<file path="config.mk">
export PLATFORM = sky130hd
export DESIGN_NAME = pwm_motor_driver_flat
export DESIGN_NICKNAME = d
export VERILOG_FILES = /design/src/rtl/motor_pkg.sv /design/src/rtl/pwm_motor_driver_if.sv /design/src/rtl/pwm_motor_driver.sv /design/src/flat_wrapper.sv
export SDC_FILE = /design/constraint.sdc
export NUM_CORES = 1
export LEC_CHECK = 0
export CORE_AREA = 3 3 89 91
export DETAILED_ROUTE_END_ITERATION = 7
export DIE_AREA = 0 0 92 94
export PLACE_DENSITY_LB_ADDON = 0.2
export SKIP_LAST_GASP = 1
export SLEW_MARGIN = 20
export SYNTH_ARGS = -nofsm -noshare
export SYNTH_HDL_FRONTEND = slang
export SYNTH_SLANG_ARGS = --single-unit
export TNS_END_PERCENT = 100
</file>
<file path="constraint.sdc">
create_clock -name clk -period 3.4 [get_ports clk]
set_input_delay 0.85 -clock clk [delete_from_list [all_inputs] [get_ports clk]]
set_output_delay 0.85 -clock clk [all_outputs]
set_load 0.05 [all_outputs]
</file>
<file path="src/rtl/motor_pkg.sv">
// Shared types, default parameters and helpers for the PWM motor driver.
package motor_pkg;

    localparam int unsigned PWM_RESOLUTION_DEF  = 17;
    localparam int unsigned CONTROL_WIDTH_DEF   = PWM_RESOLUTION_DEF + 1;
    localparam int unsigned DEADTIME_CYCLES_DEF = 256;

    // Working width of the saturation helper; callers sign-extend into it.
    localparam int unsigned SAT_W = 32;

    typedef enum logic [1:0] {
        IDLE = 2'd0,
        RUN  = 2'd1,
        DEAD = 2'd2,
        WAIT = 2'd3
    } pwm_state_t;

    // Magnitude of a signed value, clamped to 2**res_bits-1 (res_bits < SAT_W).
    function automatic logic [SAT_W-1:0] sat_abs(input logic signed [SAT_W-1:0] value,
                                                 input int unsigned            res_bits);
        logic [SAT_W-1:0] mag;
        logic [SAT_W-1:0] limit;
        mag   = value[SAT_W-1] ? SAT_W'(-value) : SAT_W'(value);
        limit = (SAT_W'(1) << res_bits) - SAT_W'(1);
        return (mag > limit) ? limit : mag;
    endfunction

endpackage

</file>
<file path="src/rtl/pwm_motor_driver_if.sv">
// Command/status bundle between the control source and the PWM motor driver.
interface pwm_motor_driver_if
    import motor_pkg::*;
#(
    parameter int unsigned PWM_RESOLUTION = PWM_RESOLUTION_DEF,
    parameter int unsigned CONTROL_WIDTH  = PWM_RESOLUTION + 1
);

    logic                             en;
    logic                             control_valid;
    logic signed [CONTROL_WIDTH-1:0]  control_in;
    logic                             pwm_out;
    logic                             dir_out;
    logic                             period_start;
    logic                             dead_active;
    logic        [PWM_RESOLUTION-1:0] duty_active;

    modport master (
        output en, control_valid, control_in,
        input  pwm_out, dir_out, period_start, dead_active, duty_active
    );

    modport slave (
        input  en, control_valid, control_in,
        output pwm_out, dir_out, period_start, dead_active, duty_active
    );

endinterface

</file>
<file path="src/rtl/pwm_motor_driver.sv">
// Signed control word -> PWM + direction, with dead time on every reversal.
// Duty is double-buffered through shadow registers and applied at period boundaries.
module pwm_motor_driver
    import motor_pkg::*;
#(
    parameter int unsigned PWM_RESOLUTION  = PWM_RESOLUTION_DEF,
    parameter int unsigned CONTROL_WIDTH   = CONTROL_WIDTH_DEF,
    parameter int unsigned DEADTIME_CYCLES = DEADTIME_CYCLES_DEF
) (
    input  logic              clk,
    input  logic              reset_n,
    pwm_motor_driver_if.slave bus
);

    localparam int unsigned       DEAD_W    = (DEADTIME_CYCLES > 1) ? $clog2(DEADTIME_CYCLES) : 1;
    localparam logic [DEAD_W-1:0] DEAD_LAST = DEAD_W'(DEADTIME_CYCLES - 1);

    logic signed [CONTROL_WIDTH-1:0]  ctrl_in;

    pwm_state_t                       state_q,        state_d;
    logic        [PWM_RESOLUTION-1:0] cnt_q,          cnt_d;
    logic        [DEAD_W-1:0]         dead_cnt_q,     dead_cnt_d;
    logic        [PWM_RESOLUTION-1:0] shadow_duty_q,  shadow_duty_d;
    logic                             shadow_dir_q,   shadow_dir_d;
    logic        [PWM_RESOLUTION-1:0] duty_active_q,  duty_active_d;
    logic                             dir_q,          dir_d;
    logic                             pwm_q,          pwm_d;
    logic                             period_start_q, period_start_d;
    logic                             dead_q,         dead_d;
    logic                             boundary;

    assign ctrl_in = bus.control_in;

    // Shadow capture: last strobe wins; disabling the driver discards the pending duty.
    always_comb begin
        shadow_duty_d = shadow_duty_q;
        shadow_dir_d  = shadow_dir_q;
        if (!bus.en) begin
            shadow_duty_d = '0;
        end else if (bus.control_valid) begin
            shadow_duty_d = PWM_RESOLUTION'(sat_abs(SAT_W'(ctrl_in), PWM_RESOLUTION));
            shadow_dir_d  = ctrl_in[CONTROL_WIDTH-1];
        end
    end

    // Next-state, counter, dead timer and output logic.
    always_comb begin
        state_d        = state_q;
        cnt_d          = cnt_q;
        dead_cnt_d     = dead_cnt_q;
        duty_active_d  = duty_active_q;
        dir_d          = dir_q;
        pwm_d          = 1'b0;
        period_start_d = 1'b0;
        dead_d         = 1'b0;

        // The boundary decision uses the shadow as it stood before this cycle's strobe.
        boundary = ((state_q == RUN) || (state_q == WAIT)) && (cnt_q == '0);

        if (!bus.en) begin
            state_d       = IDLE;
            cnt_d         = '0;
            dead_cnt_d    = '0;
            duty_active_d = '0;
        end else begin
            case (state_q)
                IDLE: begin
                    state_d       = RUN;
                    cnt_d         = '0;
                    dead_cnt_d    = '0;
                    duty_active_d = '0;
                end
                RUN, WAIT: begin
                    cnt_d = cnt_q + PWM_RESOLUTION'(1);
                    if (boundary) begin
                        // A zero duty never reverses the bridge.
                        if ((shadow_duty_q != '0) && (shadow_dir_q != dir_q)) begin
                            state_d       = DEAD;
                            dead_cnt_d    = '0;
                            duty_active_d = '0;
                        end else begin
                            state_d       = RUN;
                            duty_active_d = shadow_duty_q;
                        end
                    end
                end
                DEAD: begin
                    cnt_d = cnt_q + PWM_RESOLUTION'(1);
                    if (dead_cnt_q == DEAD_LAST) begin
                        state_d    = WAIT;
                        dir_d      = ~dir_q;
                        dead_cnt_d = '0;
                    end else begin
                        dead_cnt_d = dead_cnt_q + DEAD_W'(1);
                    end
                end
                default: begin
                    state_d = IDLE;
                end
            endcase
        end

        // Compare against the duty taking effect this cycle so a new duty covers cnt==0.
        pwm_d          = (state_d == RUN) && (cnt_q < duty_active_d);
        period_start_d = (state_q != IDLE) && (cnt_q == '0);
        dead_d         = (state_d == DEAD);
    end

    // State and output registers.
    always_ff @(posedge clk or negedge reset_n) begin
        if (!reset_n) begin
            state_q        <= IDLE;
            cnt_q          <= '0;
            dead_cnt_q     <= '0;
            shadow_duty_q  <= '0;
            shadow_dir_q   <= 1'b0;
            duty_active_q  <= '0;
            dir_q          <= 1'b0;
            pwm_q          <= 1'b0;
            period_start_q <= 1'b0;
            dead_q         <= 1'b0;
        end else begin
            state_q        <= state_d;
            cnt_q          <= cnt_d;
            dead_cnt_q     <= dead_cnt_d;
            shadow_duty_q  <= shadow_duty_d;
            shadow_dir_q   <= shadow_dir_d;
            duty_active_q  <= duty_active_d;
            dir_q          <= dir_d;
            pwm_q          <= pwm_d;
            period_start_q <= period_start_d;
            dead_q         <= dead_d;
        end
    end

    assign bus.pwm_out      = pwm_q;
    assign bus.dir_out      = dir_q;
    assign bus.period_start = period_start_q;
    assign bus.dead_active  = dead_q;
    assign bus.duty_active  = duty_active_q;

endmodule

</file>
<file path="src/flat_wrapper.sv">
// flat-port wrapper written by rule: the top's interface ports become plain ports
module pwm_motor_driver_flat import motor_pkg::*;
#(
    parameter int unsigned PWM_RESOLUTION  = PWM_RESOLUTION_DEF,
    parameter int unsigned CONTROL_WIDTH   = CONTROL_WIDTH_DEF,
    parameter int unsigned DEADTIME_CYCLES = DEADTIME_CYCLES_DEF
)
  (clk, reset_n, bus_en, bus_control_valid, bus_control_in, bus_pwm_out, bus_dir_out, bus_period_start, bus_dead_active, bus_duty_active);
  pwm_motor_driver_if #(.PWM_RESOLUTION(PWM_RESOLUTION), .CONTROL_WIDTH(CONTROL_WIDTH)) bus_i ();
  input  logic clk;
  input  logic reset_n;
  input wire logic [$bits(bus_i.en)-1:0] bus_en;
  input wire logic [$bits(bus_i.control_valid)-1:0] bus_control_valid;
  input wire logic [$bits(bus_i.control_in)-1:0] bus_control_in;
  output wire logic [$bits(bus_i.pwm_out)-1:0] bus_pwm_out;
  output wire logic [$bits(bus_i.dir_out)-1:0] bus_dir_out;
  output wire logic [$bits(bus_i.period_start)-1:0] bus_period_start;
  output wire logic [$bits(bus_i.dead_active)-1:0] bus_dead_active;
  output wire logic [$bits(bus_i.duty_active)-1:0] bus_duty_active;
  assign bus_i.en = bus_en;
  assign bus_i.control_valid = bus_control_valid;
  assign bus_i.control_in = bus_control_in;
  assign bus_pwm_out = bus_i.pwm_out;
  assign bus_dir_out = bus_i.dir_out;
  assign bus_period_start = bus_i.period_start;
  assign bus_dead_active = bus_i.dead_active;
  assign bus_duty_active = bus_i.duty_active;
  pwm_motor_driver #(.PWM_RESOLUTION(PWM_RESOLUTION), .CONTROL_WIDTH(CONTROL_WIDTH), .DEADTIME_CYCLES(DEADTIME_CYCLES)) u_core (.clk(clk), .reset_n(reset_n), .bus(bus_i));
endmodule
</file>
# Word-level counts from Yosys, hierarchy flattened
# Cells that the tools add are included.
totals:
  inputBits: 22
  register_bits: 66
  elab_cells: 60
  out_inout_bits: 21
classes:
  n_eq_ne: 10
  n_lt_le_gt_ge: 2
  bitwise: 1
  n_mux: 20
  add_sub_neg: 3
  reduce_logical: 14
ops:
  columns: ["cell", "count"]
  rows:
  - ["two-way mux 17 bit", 7]
  - ["one-hot mux 17 bit (2 select lines)", 2]
  - ["greater-than comparator 32 x 17 -> 1 bit (second input constant)", 1]
  - ["two-way mux 32 bit", 1]
  - ["two-way mux 8 bit", 4]
  - ["negator 18 -> 32 bit", 1]
  - ["one-hot mux 8 bit (3 select lines)", 1]
  - ["adder 17 x 1 -> 17 bit (second input constant)", 1]
  - ["zero test 17 bit", 1]
  - ["< comparator 17 bit", 1]
  - ["nonzero test 17 bit", 1]
  - ["adder 8 x 1 -> 8 bit (second input constant)", 1]
  - ["equality test 8 bit (second input constant)", 1]
  - ["two-way mux 2 bit", 4]
  - ["equality test 2 bit (second input constant)", 3]
  - ["inequality test 3 x 2 -> 1 bit (second input constant)", 2]
  - ["one-hot mux 2 bit (3 select lines)", 1]
  - ["equality test 2 x 1 -> 1 bit (second input constant)", 2]
  - ["logical AND 1 bit", 4]
  - ["AND reduction 2 bit", 2]
  - ["AND reduction 3 bit", 1]
  - ["OR reduction 3 bit", 1]
  - ["zero test 2 bit", 1]
  - ["inequality test 2 x 1 -> 1 bit (second input constant)", 1]
  - ["other kinds (5)", 5]

# Depth between registers and ports, before layout
depth:
  depth_word: 8
  ltp_mapped: 15
  ltp_nobuf: 13

# Worst setup path before layout
# Ideal clock, no wire load.
synth_timing:
  path_type: "input-to-reg"
  startpoint: "input port bus_en"
  endpoint: "register u_core.pwm_q (netlist: u_core.bus.pwm_out)"
  cell_stages: 13
  arrival_ps: 3408
  path_slack_ps: -129
  n_path_buf: 2
  required_ps: 3280
  setup_time_ps: 120
  cell_sequence: "nand2_1 > or2_2 > clkbuf_1 > o21ai_1 > clkbuf_1 > a22oi_1 > ha_1 > nand4_1 > nor4_1 > nand2_1 > a31o_1 > a31o_1 > and4_1"
synth_between:
  elab_chain_len: 3
  elab_cells_between_ends: 5
synth_lines:
  columns: ["item", "line_no", "rtl"]
  rows:
  - ["from (decl)", "flat_wrapper.sv:12", "input wire logic [$bits(bus_i.en)-1:0] bus_en;"]
  - ["two-way mux 17 bit or two-way mux 2 bit (tied branches)", "pwm_motor_driver.sv:60", "if (!bus.en) begin"]
  - ["< comparator 17 bit or equality test 2 x 1 -> 1 bit (tied branches)", "pwm_motor_driver.sv:104", "pwm_d = (state_d == RUN) && (cnt_q < duty_active_d);"]
  - ["logical AND 1 bit *", "pwm_motor_driver.sv:104", null]
  - ["net u_core.pwm_d", "pwm_motor_driver.sv:27", "logic pwm_q, pwm_d;"]
  - ["to (signal assigned)", "pwm_motor_driver.sv:130", "pwm_q <= pwm_d;"]
  - ["to (decl)", "pwm_motor_driver.sv:27", null]
# The timed path passes the listed nets; every way through them passes the cells marked *.
# A chain may end at the register's enable or synchronous reset.

# Worst setup path after layout
layout_timing:
  startpoint: "register u_core.shadow_duty_q[8]"
  endpoint: "register u_core.pwm_q (netlist: u_core.bus.pwm_out)"
layout_between:
  elab_chain_len: 8
  elab_cells_between_ends: 13
layout_lines:
  columns: ["item", "line_no", "rtl"]
  rows:
  - ["from (decl)", "pwm_motor_driver.sv:23", "logic [PWM_RESOLUTION-1:0] shadow_duty_q, shadow_duty_d;"]
  - ["from (signal assigned)", "pwm_motor_driver.sv:126", "shadow_duty_q <= shadow_duty_d;"]
  - ["nonzero test 17 bit", "pwm_motor_driver.sv:77", "if ((shadow_duty_q != '0) && (shadow_dir_q != dir_q)) begin"]
  - ["logical AND 1 bit", "pwm_motor_driver.sv:77", null]
  - ["two-way mux 17 bit or two-way mux 2 bit (tied branches)", "pwm_motor_driver.sv:77", null]
  - ["two-way mux 17 bit or two-way mux 2 bit (tied branches)", "pwm_motor_driver.sv:75", "if (boundary) begin"]
  - ["one-hot mux 17 bit (2 select lines) or one-hot mux 2 bit (3 select lines) (tied branches)", "pwm_motor_driver.sv:66", "case (state_q)"]
  - ["two-way mux 17 bit or two-way mux 2 bit (tied branches)", "pwm_motor_driver.sv:60", null]
  - ["< comparator 17 bit or equality test 2 x 1 -> 1 bit (tied branches)", "pwm_motor_driver.sv:104", null]
  - ["logical AND 1 bit *", "pwm_motor_driver.sv:104", null]
  - ["net u_core.pwm_d", "pwm_motor_driver.sv:27", null]
# Marks and branches as above.

==> results by group <==
STA
  – Final setup vio count: 0
  – Hold Fails Final Rpt: 0
  – Setup WS post-layout: 21.2 ps
  – Max Slew Vio Count: 0
  – Tcrit/Tclk final: 99.4%
  – Tmin final: 3380 ps
  – Relative slew slack: 45.4%
  – Fmax: 0.296 GHz
  – Slew @ Worst Pin: 820 ps
  – Fin Clk Skew: 9.62 ps
  – RSZ-0062 raised after global routing: true

Placement
  – I/O Buffers: 42
  – DP Worst Slack: -365 ps
  – Area after DPL: 0.00439 mm^2
  – Dpl cells: 537
  – DP HPWL: 6180 um
  – GPL Wtd Cong: 0.821

Final layout
  – Area growth from synthesis to layout: 29.4%
  – Post-Layout Cell Count: 553
  – Fillers: 618
  – Antenna diodes: 0
  – Post-route cell area: 0.00460 mm^2
  – Most frequent cells in the layout: dfrtp_1 (66), buf_4 (44), clkdlybuf4s50_1 (41), nor2_1 (27), inv_1 (27)
  – Final net count: 491
  – Commonest non-fill, non-tap cell in the layout: dfrtp_1
  – Fraction of layout cells with a size suffix above 1: 16.1%

Floorplan
  – Die width: 92 um
  – Core Rows: 31
  – Initial Util: 49.3%
  – # IOs: 43
  – Die height: 94 um
  – Full die area: 0.00865 mm^2
  – Core ar.: 0.00721 mm^2

Hold path
  – Worst min-delay path class: reg2reg
  – Hold Path End: u_core.dead_cnt_q[7]
  – Min-delay src: u_core.dead_cnt_q[7]
  – Hold depth: 1

Clock network
  – Num CTS Buffers: 9
  – Clk buf depth: 2
  – Hold Buf Count CTS: 0
  – Worst-path clk slew: 70 ps
  – Skew-Pair Late Insertion Delay: 330 ps
  – Total clock sinks: 66
  – Htree depth: 3
  – Post-CTS Setup Bufs: 0
  – Post-CTS Resized: 1
  – CTS tree: yes
  – Root Driver: clkbuf_8

Pwr
  – Maximum vdd drop: 185 uV
  – Post-route total power: 0.00183 W
  – Lkg Pwr: 2.19 nW
  – PwrDens: 398 mW/mm^2

Route
  – DRC violations left: 0
  – Wire per inst: 14.9 um
  – Number of DRC markers in iteration 0: 127
  – DR pass1 iterations: 4
  – Vias per cell: 5.45
  – Total number of vias: 3015
  – Routed Wire Length: 8220 um
  – Post-route ant nets: 0

Logic synthesis
  – Seq/Total Area, Yosys: 46.4%
  – Cells after Synth: 366
  – Post-synthesis mux area share: 1.20%
  – Post-synthesis compound-gate area fraction: 17.8%
  – Distinct cells, synth: 49
  – Xor/xnor share of the synthesized area: 7.38%
  – Syn_area_per_cell: 9.72 um^2
  – Synth Area in Simple Gates: 15.5%
  – Largest family of logic cells by synthesized area: compound AO/OA/AOI/OAI gates
  – #FFs+latches synth: 66
  – Mapped Nets: 408
  – Ys Warns: 0
  – Async SR Flop Fraction: 100%
  – Cell taking the most area after synthesis: dfrtp_1
  – Synth Flop Type: dfrtp_1
  – Adder-Cell Fraction of Synth Area: 7.03%
  – Synth area leaders: dfrtp_1 (46%), ha_1 (7.0%), xor2_1 (5.9%)
  – Yosys top cell area share: 46.4%
  – Post-synth EDFFs: 0
  – Mapped cell area: 0.00356 mm^2

Setup path
  – Worst R2R Path Depth: 14
  – Worst setup SP type: register
  – Critical Path End Type: register
  – Crit path DAT: 3600 ps
  – WP data required: 3630 ps
  – Reg-to-reg startpoint: u_core.shadow_duty_q[8]
  – Reg2reg end: u_core.bus.pwm_out
  – CP Class: reg2reg
  – CP Max Fanout: 10
  – R2r setup slk: 20 ps

Global route
  – Largest net degree at the start of global routing: 67
  – First-pass GRT wire length: 13900 um
  – Initial antenna violation count: 0
  – Total track usage: 20.3%
  – Vias in the first global route: 2924
  – Total gr overflow: 0

Flow run
  – Max Cap Viol: 0

Status
  – Outcome: complete, no violations
==> state kept, by name, indices dropped and copies added (netlist names) <==
| signal | cells |
|---|---|
| u_core.cnt_q | 17 |
| u_core.state_q | 2 |
| u_core.shadow_dir_q | 1 |
| u_core.bus.period_start | 1 |
| u_core.bus.dead_active | 1 |
| u_core.bus.dir_out | 1 |
| u_core.dead_cnt_q | 8 |
| u_core.bus.pwm_out | 1 |
| u_core.shadow_duty_q | 17 |
| u_core.bus.duty_active | 17 |
==> cell type report <==
| type | instances | area (um^2) | share of cell area, % |
|---|---|---|---|
| Multi-Input combinational cell | 258 | 1760 | 38.3 |
| Sequential cell | 66 | 1650 | 35.9 |
| Timing Repair Buffer | 87 | 766 | 16.6 |
| Clock buffer | 14 | 163 | 3.53 |
| Tap cell | 99 | 124 | 2.69 |
| Inverter | 27 | 101 | 2.20 |
| Clock inverter | 2 | 35.0 | 0.761 |
==> where the power goes <==
group          total, W  switching [W]  internal [W]
registers      0.000847      0.0000275      0.000820
logic          0.000328       0.000185      0.000143
clock network  0.000658       0.000279      0.000379
==> logic make-up (layout without fill, tap and decap cells) <==
kind of cell,after synthesis,after routing
muxes,4,4
buffers and inverters,42,130
and+or+nand+nor,105,105
xor gates and xnor gates,30,30
AOI/OAI and AO/OA,99,99
adders and majority gates,20,20
DFF,66,66
==> cell usage after synthesis (4+ instances only) <==
master	n
ha_1	20
nand3_1	11
nor2_1	27
xnor2_1	6
xor2_1	24
nor4_1	8
and3_1	4
and4_1	5
o21ai_0	23
nand2_1	24
o31ai_1	4
a21oi_1	25
dfrtp_1	66
nand4_1	7
a21o_1	4
a31oi_1	5
clkbuf_1	13
a22oi_1	16
inv_1	27
==> layer usage <==
metal,vias up,wire [um],global-route usage (%)
li1,1488,-,-
met1,1460,3710,26.5
met2,63,4110,34.7
met3,4,336,3.04
met4,0,60,7.05
met5,-,0,0
==> metrics by stage <==
step	TNS (ps)	util [%]	hold WS [ps]
global route	-187	63.8	524
global placement	-330	60.9	476
detailed placement	-365	60.9	486
CTS	0	63.7	500
floorplan	0	-	451
finish	0	63.8	499
==> critical path, cell delays in order, from the launching register on <==
cell and delay [ps]:
dfrtp_1 390, nor4_1 280, buf_4 160, nand4_1 80
o41a_1 400, nor3b_4 260, buf_12 150, a22oi_1 80
ha_1 330, nand4_1 170, nor4_2 320, nand2_1 80
a31o_1 190, a31o_1 180, and4_1 180
==> how the worst max path moves through the flow <==
stage | slack, ps | end | start | cells after the start
after floorplan | 9 | u_core.bus.pwm_out | u_core.cnt_q[0] | 15
after global placement | -330 | u_core.bus.pwm_out | bus_en | 12
after detailed placement | -360 | u_core.bus.pwm_out | bus_en | 12
after CTS | 30 | u_core.bus.pwm_out | u_core.shadow_duty_q[1] | 13
after global routing | -190 | u_core.bus.pwm_out | u_core.shadow_duty_q[8] | 14
final | 20 | u_core.bus.pwm_out | u_core.shadow_duty_q[8] | 14
(Power assumes the default switching activity.)
